===== src/rtl/conv2_layer_sequencer_pkg.sv =====
// Shared types and helpers for the layer-2 conv sequencer.
// State encoding and a width helper used for port sizing.
package conv2_layer_sequencer_pkg;

  typedef enum logic [2:0] {
    S_IDLE,
    S_LOAD,
    S_START,
    S_RUN,
    S_GAP,
    S_DONE
  } seq_state_e;

  function automatic int clog2(input int v);
    int r;
    int x;
    r = 0;
    x = v - 1;
    while (x > 0) begin
      r = r + 1;
      x = x >> 1;
    end
    if (r < 1) r = 1;
    return r;
  endfunction

endpackage


===== src/rtl/conv2_layer_sequencer_counter.sv =====
// Up-counter with sync clear (priority), enable and
// terminal-count flag at MAX.
module seq_beat_counter #(
  parameter int W   = 8,
  parameter int MAX = 143
) (
  input  logic         clk,
  input  logic         rst_n,
  input  logic         clr,
  input  logic         en,
  output logic [W-1:0] cnt,
  output logic         tc
);

  logic [W-1:0] cnt_q;
  logic [W-1:0] cnt_d;

  // clear wins over increment
  always_comb begin
    cnt_d = cnt_q;
    if (clr)     cnt_d = '0;
    else if (en) cnt_d = cnt_q + 1'b1;
  end

  // count register
  always_ff @(posedge clk or negedge rst_n) begin
    if (!rst_n) cnt_q <= '0;
    else        cnt_q <= cnt_d;
  end

  assign cnt = cnt_q;
  assign tc  = (cnt_q == W'(MAX));

endmodule


===== src/rtl/conv2_layer_sequencer.sv =====
// Layer-2 conv sequencer: loads CI ifmap banks from the
// layer-1 stream, then runs CO read/convolve passes.
module conv2_layer_sequencer
  import conv2_layer_sequencer_pkg::*;
#(
  parameter int I_SIZE  = 12,
  parameter int CI      = 4,
  parameter int CO      = 12,
  parameter int ADDR_BW = 8,
  parameter int GAP_CYC = 2
) (
  input  logic                 clk,
  input  logic                 global_rst_n,
  input  logic                 user_reset,
  input  logic                 i_start,
  input  logic                 i_fmap_valid,
  input  logic                 i_fmap_ch_end,
  output logic                 o_fmap_ready,
  output logic [CI-1:0]        o_wr_en,
  output logic [ADDR_BW-1:0]   o_wr_addr,
  output logic                 o_rd_start,
  output logic [clog2(CO)-1:0] o_co_idx,
  input  logic                 i_conv_ch_end,
  output logic                 o_busy,
  output logic                 o_layer_done,
  output logic                 o_err
);

  localparam int BEATS   = I_SIZE * I_SIZE;
  localparam int CO_W    = clog2(CO);
  localparam int BK_W    = clog2(CI);
  localparam int GAP_W   = clog2(GAP_CYC + 1);
  localparam int GAP_MAX = (GAP_CYC > 0) ? GAP_CYC - 1 : 0;

  seq_state_e state_q, state_d;
  logic [BK_W-1:0] bank_q, bank_d;
  logic [CO_W-1:0] co_q, co_d;
  logic ready_q, ready_d;
  logic rd_start_q, rd_start_d;
  logic busy_q, busy_d;
  logic done_q, done_d;
  logic err_q, err_d;

  logic accept;
  logic ch_last;
  logic addr_tc;
  logic gap_tc;
  logic in_gap;
  logic bank_last;
  logic co_last;
  logic [ADDR_BW-1:0] addr_cnt;
  logic [GAP_W-1:0] gap_cnt_unused;
  logic [CI-1:0] sel;

  assign accept    = i_fmap_valid & ready_q;
  assign ch_last   = i_fmap_ch_end | addr_tc;
  assign in_gap    = (state_q == S_GAP);
  assign bank_last = (bank_q == BK_W'(CI - 1));
  assign co_last   = (co_q == CO_W'(CO - 1));

  seq_beat_counter #(
    .W   (ADDR_BW),
    .MAX (BEATS - 1)
  ) u_addr_cnt (
    .clk   (clk),
    .rst_n (global_rst_n),
    .clr   (user_reset | (accept & ch_last)),
    .en    (accept),
    .cnt   (addr_cnt),
    .tc    (addr_tc)
  );

  seq_beat_counter #(
    .W   (GAP_W),
    .MAX (GAP_MAX)
  ) u_gap_cnt (
    .clk   (clk),
    .rst_n (global_rst_n),
    .clr   (user_reset | ~in_gap | gap_tc),
    .en    (in_gap),
    .cnt   (gap_cnt_unused),
    .tc    (gap_tc)
  );

  // next-state, pointers, sticky error, registered outputs
  always_comb begin
    state_d = state_q;
    bank_d  = bank_q;
    co_d    = co_q;
    err_d   = err_q;
    unique case (state_q)
      S_IDLE: begin
        if (i_start) begin
          state_d = S_LOAD;
          err_d   = 1'b0;
        end
      end
      S_LOAD: begin
        if (accept) begin
          if (i_fmap_ch_end != addr_tc) err_d = 1'b1;
          if (ch_last) begin
            if (bank_last) begin
              bank_d  = '0;
              state_d = S_START;
            end else begin
              bank_d = bank_q + 1'b1;
            end
          end
        end
      end
      S_START: state_d = S_RUN;
      S_RUN: begin
        if (i_conv_ch_end) begin
          if (co_last) begin
            state_d = S_DONE;
          end else begin
            co_d    = co_q + 1'b1;
            state_d = (GAP_CYC == 0) ? S_START : S_GAP;
          end
        end
      end
      S_GAP: begin
        if (gap_tc) state_d = S_START;
      end
      S_DONE: begin
        co_d    = '0;
        state_d = S_IDLE;
      end
      default: state_d = S_IDLE;
    endcase
    if (i_conv_ch_end && (state_q != S_RUN)) err_d = 1'b1;
    if (user_reset) begin
      state_d = S_IDLE;
      bank_d  = '0;
      co_d    = '0;
      err_d   = 1'b0;
    end
    ready_d    = (state_d == S_LOAD);
    rd_start_d = (state_d == S_START);
    busy_d     = (state_d != S_IDLE);
    done_d     = (state_d == S_DONE);
  end

  // state and output registers
  always_ff @(posedge clk or negedge global_rst_n) begin
    if (!global_rst_n) begin
      state_q    <= S_IDLE;
      bank_q     <= '0;
      co_q       <= '0;
      ready_q    <= 1'b0;
      rd_start_q <= 1'b0;
      busy_q     <= 1'b0;
      done_q     <= 1'b0;
      err_q      <= 1'b0;
    end else begin
      state_q    <= state_d;
      bank_q     <= bank_d;
      co_q       <= co_d;
      ready_q    <= ready_d;
      rd_start_q <= rd_start_d;
      busy_q     <= busy_d;
      done_q     <= done_d;
      err_q      <= err_d;
    end
  end

  assign sel          = CI'(1) << bank_q;
  assign o_wr_en      = sel & {CI{accept}};
  assign o_wr_addr    = addr_cnt;
  assign o_fmap_ready = ready_q;
  assign o_rd_start   = rd_start_q;
  assign o_co_idx     = co_q;
  assign o_busy       = busy_q;
  assign o_layer_done = done_q;
  assign o_err        = err_q;

endmodule


===== config.mk =====
export PLATFORM = sky130hd
export DESIGN_NAME = conv2_layer_sequencer
export DESIGN_NICKNAME = d
export VERILOG_FILES = /design/src/rtl/conv2_layer_sequencer_pkg.sv /design/src/rtl/conv2_layer_sequencer_counter.sv /design/src/rtl/conv2_layer_sequencer.sv
export SDC_FILE = /design/constraint.sdc
export NUM_CORES = 1
export LEC_CHECK = 0
export CAP_MARGIN = 15
export CORE_ASPECT_RATIO = 0.7
export CORE_MARGIN = 2
export CORE_UTILIZATION = 51
export CTS_CLUSTER_DIAMETER = 150
export CTS_CLUSTER_SIZE = 24
export DETAILED_ROUTE_END_ITERATION = 10
export PLACE_DENSITY = 0.79
export SLEW_MARGIN = 15
export SYNTH_ARGS = -nofsm -noshare
export SYNTH_HDL_FRONTEND = slang
export SYNTH_HIERARCHICAL = 1
export SYNTH_SLANG_ARGS = --single-unit

===== constraint.sdc =====
create_clock -name clk -period 2.6 [get_ports clk]
set_clock_uncertainty 0.2 [all_clocks]
set_input_delay 0.26 -clock clk [delete_from_list [all_inputs] [get_ports clk]]
set_output_delay 0.26 -clock clk [all_outputs]
set_load 0.02 [all_outputs]

==> impl_metrics.ini <==
[yosys]
ys_seq_area_frac = 0.424
synth-edff-count = 0
syn_nets = 152
synth_ff_type = dfrtp_1
async_reset_ff_frac = 1.00
yosysUniqueCellTypes = 45
syn_area_per_cell_um2 = 10.3
synth_warnings = 6
syn_inst = 137
syn_area_um2 = 1420
ys_ff_latch = 24

[clock_network]
clock_path_buffers = 2
htreeDepth = 1
numCtsBuffers = 3
cts_sinks = 24
cts_setup_buffers = 0
clock_latency_ps = 270
hold_buffers = 0
cts_resized = 0
clkSlewWorstSetupHoldPaths_ps = 80
cts_root_buf = clkbuf_8
cts_tree = built

[sta]
max_clock_freq_mhz = 419
report.final.slew_viol_count = 0
slew_headroom = 0.664
finalHoldViolations = 0
period_minus_slack_ps = 2380
rsz0062_at_grt = false
fin_crit_sh = 0.917
finalSetupViolCount = 0
fin_tns_setup_ps = 0
max_slew.worst_pin.slew_ps = 504
whs_ps = 127

[worst_setup_path]
max_stage_delay_ps = 450
crit_chain = ha_1 -> nor4b_1 -> inv_1 -> ha_1 -> nand4b_1 -> mux2_4 -> a21oi_2 -> o211ai_1
worstSetupPathType = flop to flop
critPathRequiredTime_ps = 2540
slowest_stage = dfrtp_1
crit_path_end = o_busy
r2r_cells = 8
critPathCaptureType = flop
r2r_end = o_busy
cp.arrival_ps = 2320
crit_path_frequent_cell = ha_1
r2r-start = u_addr_cnt/cnt[0]
r2r_setup_slack_ps = 220
crit_fanout = 6
startpoint_type = flop
critPathLaunch = u_addr_cnt/cnt[0]

[power_and_ir_drop]
total_power_w = 0.000799
leakage_nw = 0.774
peakVddDrop_mv = 0.343
pwr_density_cell_nw_per_um2 = 450

[grt]
grt_pass1_vias = 1071
grt_max_degree = 25
grt_overflow = 0
grt_pass1_wl_mm = 5.11
antenna_found_initial = 0
grt_use_total = 0.225

[placed_design]
dpl.hpwl_mm = 2.32
place_area_um2 = 1700
port_buffers = 27
place.gp.congestion = 0.798

[die]
die_w_um = 67.0
dieArea_um2 = 3220
die_h_um = 48.1
start_util = 0.554
core_region_area_um2 = 2550
ios = 28
rows = 15

[routing]
drt_iter0_drc = 90
drt_wl_total_mm = 3.03
remaining_drc_errors = 0
vias = 1100
vias_per_cell = 5.53
first_pass_iters = 4
drtAntennaViolNets = 0
wire_per_inst_um = 15.2

[worst_hold_path]
hp-class = primary input to asynchronous set/reset pin

[final_layout]
fin_util = 0.696
finalInstanceArea_um2 = 1780
nNetsFinal = 181
drive_gt1_frac = 0.115
final_cell_mix = clkdlybuf4s50_1, dfrtp_1, nor2_1
layout_commonest_cell = clkdlybuf4s50_1
area_delta_synth_final_pct = 25.5
insertedDiodeCount = 0

[flow_run]
maxCapViolCount = 0

[outcome]
status = finished clean
cells by family after synthesis:
family / after synthesis / share of synthesized area
muxes: 4 / 0.0318
buffers and inverters: 15 / 0.0539
and+or+nand+nor: 51 / 0.241
xor gates and xnor gates: 7 / 0.0433
AOI/OAI and AO/OA: 28 / 0.134
adders and majority gates: 8 / 0.0707
DFF: 24 / 0.424
worst max-delay path: cells and delay by family, from the launching register on:
| kind | cells | cell delay (ps) |
|---|---|---|
| flip-flops | 1 | 450 |
| AND/OR/NAND/NOR | 2 | 490 |
| multiplexers | 1 | 300 |
| adder cells (fa/ha/maj) | 2 | 460 |
| buffers and inverters | 1 | 80 |
| AO/OA/AOI/OAI | 2 | 280 |
where the power goes:
part / switching (W) / internal (W) / total [W]
combinational: 0.0000467 / 0.0000361 / 0.0000828
sequential: 0.0000104 / 0.000380 / 0.000390
clock: 0.000120 / 0.000206 / 0.000326
total: 0.000177 / 0.000622 / 0.000799
state kept, by name (all words and copies together) (netlist names):
signal	count
u_addr_cnt/cnt	8
o_co_idx	4
state_q	3
bank_q	2
u_gap_cnt/cnt	2
o_busy	1
o_err	1
o_fmap_ready	1
o_layer_done	1
o_rd_start	1
layer usage:
| layer | GRT usage | up-vias | wire, um |
|---|---|---|---|
| met3 | 0.0565 | 5 | 126 |
| met4 | 0.0735 | 0 | 38 |
| met5 | 0 | - | 0 |
| li1 | - | 539 | - |
| met2 | 0.350 | 24 | 1420 |
| met1 | 0.315 | 532 | 1450 |
how the worst min path moves through the flow:
stage / start / end / slack [ps]
global route: global_rst_n / o_co_idx[1] / 150
global placement: o_co_idx[1] / o_co_idx[1] / 330
detailed placement: u_gap_cnt/cnt[0] / u_gap_cnt/cnt[0] / 350
finish: global_rst_n / o_co_idx[1] / 130
CTS: global_rst_n / u_gap_cnt/cnt[1] / 140
floorplan: global_rst_n / bank_q[0] / -240
synth_stat cells, types with 3 or more instances:
master | number | area, um2
ha_1 | 8 | 100
nand3_1 | 3 | 15.0
inv_1 | 10 | 37.5
or3_1 | 3 | 18.8
a21oi_1 | 6 | 30.0
xnor2_1 | 4 | 35.0
and3_1 | 4 | 25.0
xor2_1 | 3 | 26.3
nand2b_1 | 5 | 31.3
dfrtp_1 | 24 | 601
nand4_1 | 3 | 18.8
mux2i_1 | 3 | 30.0
nand2_1 | 3 | 11.3
nor2_1 | 14 | 52.6
o21ai_0 | 7 | 35.0
area by class of cell:
class                   instances  area, um2
multi-input cells              98        738
inverters                      10       37.5
well taps                      34       42.5
fillers                       203        777
flip-flops and latches         24        601
repair buffers                 29        285
clock buffers                   3       41.3
clock inverters                 1       30.0
stage by stage:
stage                     setup WS (ps)  std cells
final                               216        199
after global routing               20.1        199
after CTS                           215        199
after detailed placement            257        195
after global placement              355        195
after floorplan                     320        137
No activity file was read; power rests on OpenSTA's default activity.
